[config.mk]
export PLATFORM = sky130hd
export DESIGN_NAME = mem_boot_loader_flat
export DESIGN_NICKNAME = d
export VERILOG_FILES = /design/src/rtl/mem_boot_pkg.sv /design/src/rtl/mem_boot_loader_if.sv /design/src/rtl/mem_boot_loader.sv /design/src/flat_wrapper.sv
export SDC_FILE = /design/constraint.sdc
export NUM_CORES = 1
export LEC_CHECK = 0
export ABC_AREA = 1
export BUFFER_PORTS_ARGS = -buffer_cell sky130_fd_sc_hd__buf_4
export CORE_AREA = 2 2 62 108
export DETAILED_ROUTE_END_ITERATION = 10
export DIE_AREA = 0 0 64 110
export PLACE_DENSITY_LB_ADDON = 0.1
export SLEW_MARGIN = 20
export SYNTH_ARGS = -nofsm -noshare
export SYNTH_HDL_FRONTEND = slang
export SYNTH_SLANG_ARGS = --single-unit
[constraint.sdc]
create_clock -name clock -period 4.2 [get_ports clock]
set_clock_uncertainty 0.2 [all_clocks]
set_input_delay 0.84 -clock clock [delete_from_list [all_inputs] [get_ports clock]]
set_output_delay 0.84 -clock clock [all_outputs]
set_load 0.01 [all_outputs]
[src/rtl/mem_boot_pkg.sv]
// Shared constants for the power-up memory initialiser: FSM state encodings
// and the legal source-latency range.
package mem_boot_pkg;

  localparam int SRC_LAT_MIN = 1;
  localparam int SRC_LAT_MAX = 3;

  localparam logic [2:0] ST_IDLE  = 3'd0;
  localparam logic [2:0] ST_READ  = 3'd1;
  localparam logic [2:0] ST_FILL  = 3'd2;
  localparam logic [2:0] ST_WRITE = 3'd3;
  localparam logic [2:0] ST_DONE  = 3'd4;

endpackage

[src/rtl/mem_boot_loader_if.sv]
// Source-RAM read port and target-memory write port used by the boot loader.
interface mem_boot_loader_if #(
  parameter int AW  = 19,
  parameter int SAW = 16,
  parameter int DW  = 8
);

  logic [SAW-1:0] srcA;
  logic [DW-1:0]  srcQ;
  logic [AW-1:0]  dstA;
  logic [DW-1:0]  dstD;
  logic           dstWr;
  logic           dstAck;

  modport master (output srcA, input srcQ, output dstA, output dstD, output dstWr, input dstAck);
  modport slave  (input srcA, output srcQ, input dstA, input dstD, input dstWr, output dstAck);

endinterface

[src/rtl/mem_boot_loader.sv]
// Copies a ROM image from the source RAM into the bottom of the target memory,
// fills the remainder with a constant, then hands the buses over via done.
module mem_boot_loader
  import mem_boot_pkg::*;
#(
  parameter int             AW          = 19,
  parameter int             SAW         = 16,
  parameter int             DW          = 8,
  parameter int             COPY_WORDS  = 65536,
  parameter int             TOTAL_WORDS = 524288,
  parameter logic [DW-1:0]  FILL        = '0,
  parameter int             SRC_LAT     = 1
) (
  input  logic               clock,
  input  logic               reset,
  input  logic               ce,
  input  logic               ready,
  input  logic               restart,
  output logic               busy,
  output logic               done,
  mem_boot_loader_if.master  bus
);

  if (SRC_LAT < SRC_LAT_MIN || SRC_LAT > SRC_LAT_MAX) begin : g_bad_lat
    $error("mem_boot_loader: SRC_LAT out of range");
  end
  if (COPY_WORDS > TOTAL_WORDS || TOTAL_WORDS > (1 << AW) || COPY_WORDS > (1 << SAW)) begin : g_bad_size
    $error("mem_boot_loader: inconsistent COPY_WORDS/TOTAL_WORDS");
  end

  // Counter is one bit wider than the address so TOTAL_WORDS = 2^AW cannot wrap.
  localparam logic [AW:0] LAST_CNT = (AW+1)'(TOTAL_WORDS - 1);
  localparam logic [AW:0] COPY_CNT = (AW+1)'(COPY_WORDS);
  localparam logic [AW:0] CNT_ONE  = (AW+1)'(1);
  localparam logic [1:0]  LAT_END  = 2'(SRC_LAT);
  localparam bit          HAS_COPY = (COPY_WORDS > 0);

  logic [2:0]     state_q, state_d;
  logic [AW:0]    cnt_q, cnt_d;
  logic [1:0]     lat_q, lat_d;
  logic [SAW-1:0] src_a_q, src_a_d;
  logic [AW-1:0]  dst_a_q, dst_a_d;
  logic [DW-1:0]  dst_d_q, dst_d_d;
  logic           dst_wr_q, dst_wr_d;
  logic           busy_q, busy_d;
  logic           done_q, done_d;
  logic           restart_q, restart_d;
  logic           restart_rise;
  logic           acked;
  logic [AW:0]    cnt_inc;

  always_comb begin
    state_d      = state_q;
    cnt_d        = cnt_q;
    lat_d        = lat_q;
    src_a_d      = src_a_q;
    dst_a_d      = dst_a_q;
    dst_d_d      = dst_d_q;
    dst_wr_d     = dst_wr_q;
    busy_d       = busy_q;
    done_d       = done_q;
    restart_d    = ce ? restart : restart_q;
    restart_rise = ce & restart & ~restart_q;
    acked        = ~dst_wr_q | bus.dstAck;
    cnt_inc      = cnt_q + CNT_ONE;

    case (state_q)
      ST_IDLE: begin
        if (ce && ready) begin
          busy_d = 1'b1;
          cnt_d  = '0;
          lat_d  = '0;
          if (HAS_COPY) begin
            state_d = ST_READ;
            src_a_d = '0;
          end else begin
            state_d = ST_FILL;
          end
        end
      end
      ST_READ: begin
        // srcA was registered on entry, so data is ready one tick after SRC_LAT.
        if (ce) begin
          if (lat_q == LAT_END) begin
            dst_d_d  = bus.srcQ;
            dst_a_d  = cnt_q[AW-1:0];
            dst_wr_d = 1'b1;
            state_d  = ST_WRITE;
          end else begin
            lat_d = lat_q + 2'd1;
          end
        end
      end
      ST_FILL: begin
        if (ce) begin
          dst_d_d  = FILL;
          dst_a_d  = cnt_q[AW-1:0];
          dst_wr_d = 1'b1;
          state_d  = ST_WRITE;
        end
      end
      ST_WRITE: begin
        // The ack may land on a non-ce clock; dropping dstWr records it.
        if (dst_wr_q && bus.dstAck) begin
          dst_wr_d = 1'b0;
        end
        if (ce && acked) begin
          if (cnt_q == LAST_CNT) begin
            state_d = ST_DONE;
            busy_d  = 1'b0;
            done_d  = 1'b1;
          end else begin
            cnt_d = cnt_inc;
            if (cnt_inc < COPY_CNT) begin
              state_d = ST_READ;
              src_a_d = cnt_inc[SAW-1:0];
              lat_d   = '0;
            end else begin
              state_d = ST_FILL;
            end
          end
        end
      end
      ST_DONE: begin
        if (restart_rise) begin
          done_d  = 1'b0;
          cnt_d   = '0;
          state_d = ST_IDLE;
        end
      end
      default: state_d = ST_IDLE;
    endcase

    // Losing the SDRAM mid-sequence aborts on any clock and restarts from word 0.
    if (!ready && (state_q == ST_READ || state_q == ST_FILL || state_q == ST_WRITE)) begin
      state_d  = ST_IDLE;
      cnt_d    = '0;
      dst_wr_d = 1'b0;
      busy_d   = 1'b0;
    end
  end

  always_ff @(posedge clock or negedge reset) begin
    if (!reset) begin
      state_q   <= ST_IDLE;
      cnt_q     <= '0;
      lat_q     <= '0;
      src_a_q   <= '0;
      dst_a_q   <= '0;
      dst_d_q   <= '0;
      dst_wr_q  <= 1'b0;
      busy_q    <= 1'b0;
      done_q    <= 1'b0;
      restart_q <= 1'b0;
    end else begin
      state_q   <= state_d;
      cnt_q     <= cnt_d;
      lat_q     <= lat_d;
      src_a_q   <= src_a_d;
      dst_a_q   <= dst_a_d;
      dst_d_q   <= dst_d_d;
      dst_wr_q  <= dst_wr_d;
      busy_q    <= busy_d;
      done_q    <= done_d;
      restart_q <= restart_d;
    end
  end

  assign bus.srcA  = src_a_q;
  assign bus.dstA  = dst_a_q;
  assign bus.dstD  = dst_d_q;
  assign bus.dstWr = dst_wr_q;
  assign busy      = busy_q;
  assign done      = done_q;

endmodule

[src/flat_wrapper.sv]
// flat-port wrapper written by rule: the top's interface ports become plain ports
module mem_boot_loader_flat import mem_boot_pkg::*;
#(
  parameter int             AW          = 19,
  parameter int             SAW         = 16,
  parameter int             DW          = 8,
  parameter int             COPY_WORDS  = 65536,
  parameter int             TOTAL_WORDS = 524288,
  parameter logic [DW-1:0]  FILL        = '0,
  parameter int             SRC_LAT     = 1
)
  (clock, reset, ce, ready, restart, busy, done, bus_srcA, bus_srcQ, bus_dstA, bus_dstD, bus_dstWr, bus_dstAck);
  mem_boot_loader_if #(.AW(AW), .SAW(SAW), .DW(DW)) bus_i ();
  input  logic clock;
  input  logic reset;
  input  logic ce;
  input  logic ready;
  input  logic restart;
  output logic busy;
  output logic done;
  output wire logic [$bits(bus_i.srcA)-1:0] bus_srcA;
  input wire logic [$bits(bus_i.srcQ)-1:0] bus_srcQ;
  output wire logic [$bits(bus_i.dstA)-1:0] bus_dstA;
  output wire logic [$bits(bus_i.dstD)-1:0] bus_dstD;
  output wire logic [$bits(bus_i.dstWr)-1:0] bus_dstWr;
  input wire logic [$bits(bus_i.dstAck)-1:0] bus_dstAck;
  assign bus_srcA = bus_i.srcA;
  assign bus_i.srcQ = bus_srcQ;
  assign bus_dstA = bus_i.dstA;
  assign bus_dstD = bus_i.dstD;
  assign bus_dstWr = bus_i.dstWr;
  assign bus_i.dstAck = bus_dstAck;
  mem_boot_loader #(.AW(AW), .SAW(SAW), .DW(DW), .COPY_WORDS(COPY_WORDS), .TOTAL_WORDS(TOTAL_WORDS), .FILL(FILL), .SRC_LAT(SRC_LAT)) u_core (.clock(clock), .reset(reset), .ce(ce), .ready(ready), .restart(restart), .busy(busy), .done(done), .bus(bus_i));
endmodule
==> flow_metrics.py <==
metrics = {
    "outcome": {
        "status": "finished, final reports clean",
    },
    "setup_path": {
        "critPathKind": "reg -> reg",
        "required_ns": 4.23,
        "startpoint_type": "flip-flop",
        "arrival_ns": 2.57,
        "crit_path_max_fanout": 17,
        "cp-end-kind": "flip-flop",
    },
    "final_layout": {
        "drive_above_1_share": 0.2027,
        "diodes": 0,
        "nets": 527,
        "utilization": 0.6877,
        "fin_cells": 593,
        "area_delta_synth_final_pct": 16.20,
    },
    "drt": {
        "wl_met1_mm": 3.218,
        "avgViaCountPerCell": 5.354,
        "dr.pass1.iters": 7,
        "totalWireLength_mm": 8.543,
        "drc": 0,
        "dr_wl_met3_um": 357,
        "ant_nets": 0,
        "wire_per_inst_um": 14.41,
        "top_layer": "met4",
        "met2_length_mm": 4.574,
        "first_iter_violations": 254,
        "num_vias": 3175,
    },
    "power_and_ir_drop": {
        "p_int_mw": 1.238,
        "p_leak_nw": 2.073,
        "peakVddDrop_mv": 0.4341,
        "power_frac_comb": 0.382,
        "p_sw_mw": 0.8406,
        "p_seq_frac": 0.408,
        "pwr-share-clk": 0.210,
        "swShare": 0.4043,
        "power.density_nw_per_um2": 492.9,
        "finalPower_mw": 2.079,
    },
    "placed_design": {
        "post-place-cells": 580,
        "io_buffers": 59,
        "gp_congestion": 0.9008,
        "hpwlAfterDp_mm": 6.144,
    },
    "die": {
        "die_area_um2": 7040,
        "core_um2": 6133,
        "die_w_um": 64,
        "num_io_pins": 60,
        "start_util": 0.5918,
        "die_h_um": 110,
        "rows": 38,
    },
    "synthesis": {
        "synth_enable_flop_cells": 0,
        "syn_area_per_cell_um2": 7.977,
        "netlist_instances": 455,
        "synth-seq-cells": 72,
        "ys_warn_count": 0,
        "syn_area_um2": 3630,
        "async_reset_ff_frac": 1.000,
        "yosysSeqAreaShare": 0.4964,
        "ys.flop_type": "dfrtp_1",
        "syn_nets": 471,
        "ys_types": 32,
    },
    "global_route": {
        "grt-ovfl-total": 0,
        "grt_max_degree": 73,
        "grt_pass1_wl_mm": 14.07,
        "grt_pass1_vias": 3108,
        "antenna_found_initial": 0,
        "grt_usage": 0.2655,
    },
    "clock_network": {
        "clockBufferDepth": 2,
        "cts_made_buffers": 9,
        "cts_tree": "done",
        "root_buffer": "clkbuf_8",
        "clkLatencyLatePin_ns": 0.35,
        "htree_levels": 3,
        "ctsResizeCount": 0,
        "cts_setup_buffers": 0,
        "cts_hold_buf": 0,
        "cts.clk_slew.worst_paths_ns": 0.07,
        "clkSinkCount": 72,
    },
    "timing": {
        "worst_pin_slew_ns": 0.8788,
        "rsz0062_at_grt": "false",
        "setup_viol_count_final": 0,
        "tns_ns": 0,
        "hold_ws_ns": 0.2794,
        "period_share": 0.6034,
        "hold_viol_final": 0,
        "fmax_mhz": 394.6,
        "fin_crit_ns": 2.534,
        "slew_violations": 0,
        "slew_headroom": 0.4142,
    },
    "worst_hold_path": {
        "hold_path.class": "reg -> reg",
    },
    "job": {
        "max_cap_violations": 0,
    },
}
==> sequential cells by signal, summed over array words and instances (netlist names) <==
signal            count
u_core.bus.dstA      19
u_core.bus.dstD       8
u_core.bus.dstWr      1
u_core.bus.srcA      16
u_core.busy           1
u_core.cnt_q         20
u_core.done           1
u_core.lat_q          2
u_core.restart_q      1
u_core.state_q        3
==> cell usage in the layout, fill, tap and decap left out, types with 2 or more instances in the layout <==
master	netlist	final
nand3_1	36	36
ha_1	2	2
o21ai_0	30	30
nor3_1	5	5
buf_4	0	59
clkbuf_8	0	9
o21ai_1	21	21
dfrtp_1	72	72
nand2_2	7	7
nand4_1	2	2
clkinv_2	0	2
nand2_1	146	146
nor2_4	8	8
clkbuf_1	5	2
a21oi_1	15	15
inv_2	7	7
nor2_1	22	22
inv_1	42	42
nor3_2	2	2
o211ai_1	2	2
a31oi_1	3	3
nand3b_1	3	3
nand3_2	2	2
xor2_1	2	2
nor2_2	5	5
==> final timing paths <==
kind,from,endpoint,slack [ns],cells past startpoint
hold reg to reg,u_core.bus.srcA[8]$_DFFE_PN0P_,u_core.bus.srcA[8]$_DFFE_PN0P_,0.28,2
setup reg to reg,u_core.state_q[1]$_DFFE_PN0P_,u_core.bus.srcA[11]$_DFFE_PN0P_,1.67,8
setup / recovery,u_core.state_q[1]$_DFFE_PN0P_,u_core.bus.srcA[11]$_DFFE_PN0P_,1.67,8
max in group asynchronous,reset,u_core.bus.srcA[11]$_DFFE_PN0P_,2.83,1
min in group asynchronous,reset,u_core.bus.dstA[11]$_DFFE_PN0P_,0.42,1
hold / removal,u_core.bus.srcA[8]$_DFFE_PN0P_,u_core.bus.srcA[8]$_DFFE_PN0P_,0.28,2
==> through the flow <==
| step | instance area, um^2 | setup slack [ns] |
|---|---|---|
| floorplan | 3630 | 2.053 |
| global placement | 4076 | 1.620 |
| detailed placement | 4076 | 1.501 |
| CTS | 4218 | 1.736 |
| global route | 4218 | 1.497 |
| finish | 4218 | 1.666 |
==> layer usage <==
metal	track usage	vias up
met1	0.2915	1490
met3	0.05076	31
met5	0	-
met4	0.1708	0
met2	0.4650	92
li1	-	1562
==> worst max-delay path, cell delays in order (launching register included) <==
cell,delay [ns]
dfrtp_1,0.43
nor2_1,0.23
inv_1,0.09
a21oi_1,0.25
inv_1,0.13
nor2_2,0.52
nand2_2,0.33
nand2_1,0.16
nand2_1,0.07
==> area by class of cell <==
cell class	instances	area, um^2
fillers	515	1916
flip-flops and latches	72	1802
multi-input cells	320	1548
repair buffers	59	442.9
inverters	49	183.9
clock buffers	11	131.4
well taps	80	100.1
clock inverters	2	10.01
==> power by group through the flow <==
stage                     Clock (mW)  Combinational, mW  Sequential (mW)
final                          0.437              0.794            0.848
after global routing           0.477              0.886            0.858
after CTS                      0.446              0.791            0.848
after detailed placement           0              0.790            0.860
after global placement             0              0.770            0.857
after floorplan                    0              0.535            0.889
==> cell usage after synthesis, types with 3 or more instances <==
master      n  share of area
o21ai_1    21          0.029
nand2_2     7          0.012
nand3_1    36          0.050
o21ai_0    30          0.041
buf_2       5         0.0069
nor2_1     22          0.023
nand3b_1    3         0.0062
nor3_1      5         0.0069
inv_2       7         0.0072
dfrtp_1    72           0.50
clkbuf_1    5         0.0052
nor2_4      8          0.025
a21oi_1    15          0.021
a31oi_1     3         0.0052
nor2_2      5         0.0086
nand2_1   146           0.15
inv_1      42          0.043
==> cells by family after synthesis <==
| logic type | count (synthesis) | synth area share |
|---|---|---|
| xor gates and xnor gates | 2 | 0.004827 |
| adders and majority gates | 2 | 0.006893 |
| buffers and inverters | 63 | 0.07722 |
| and+or+nand+nor | 240 | 0.3013 |
| DFF | 72 | 0.4964 |
| AOI/OAI and AO/OA | 76 | 0.1134 |
Power figures use the tool's default switching activity.
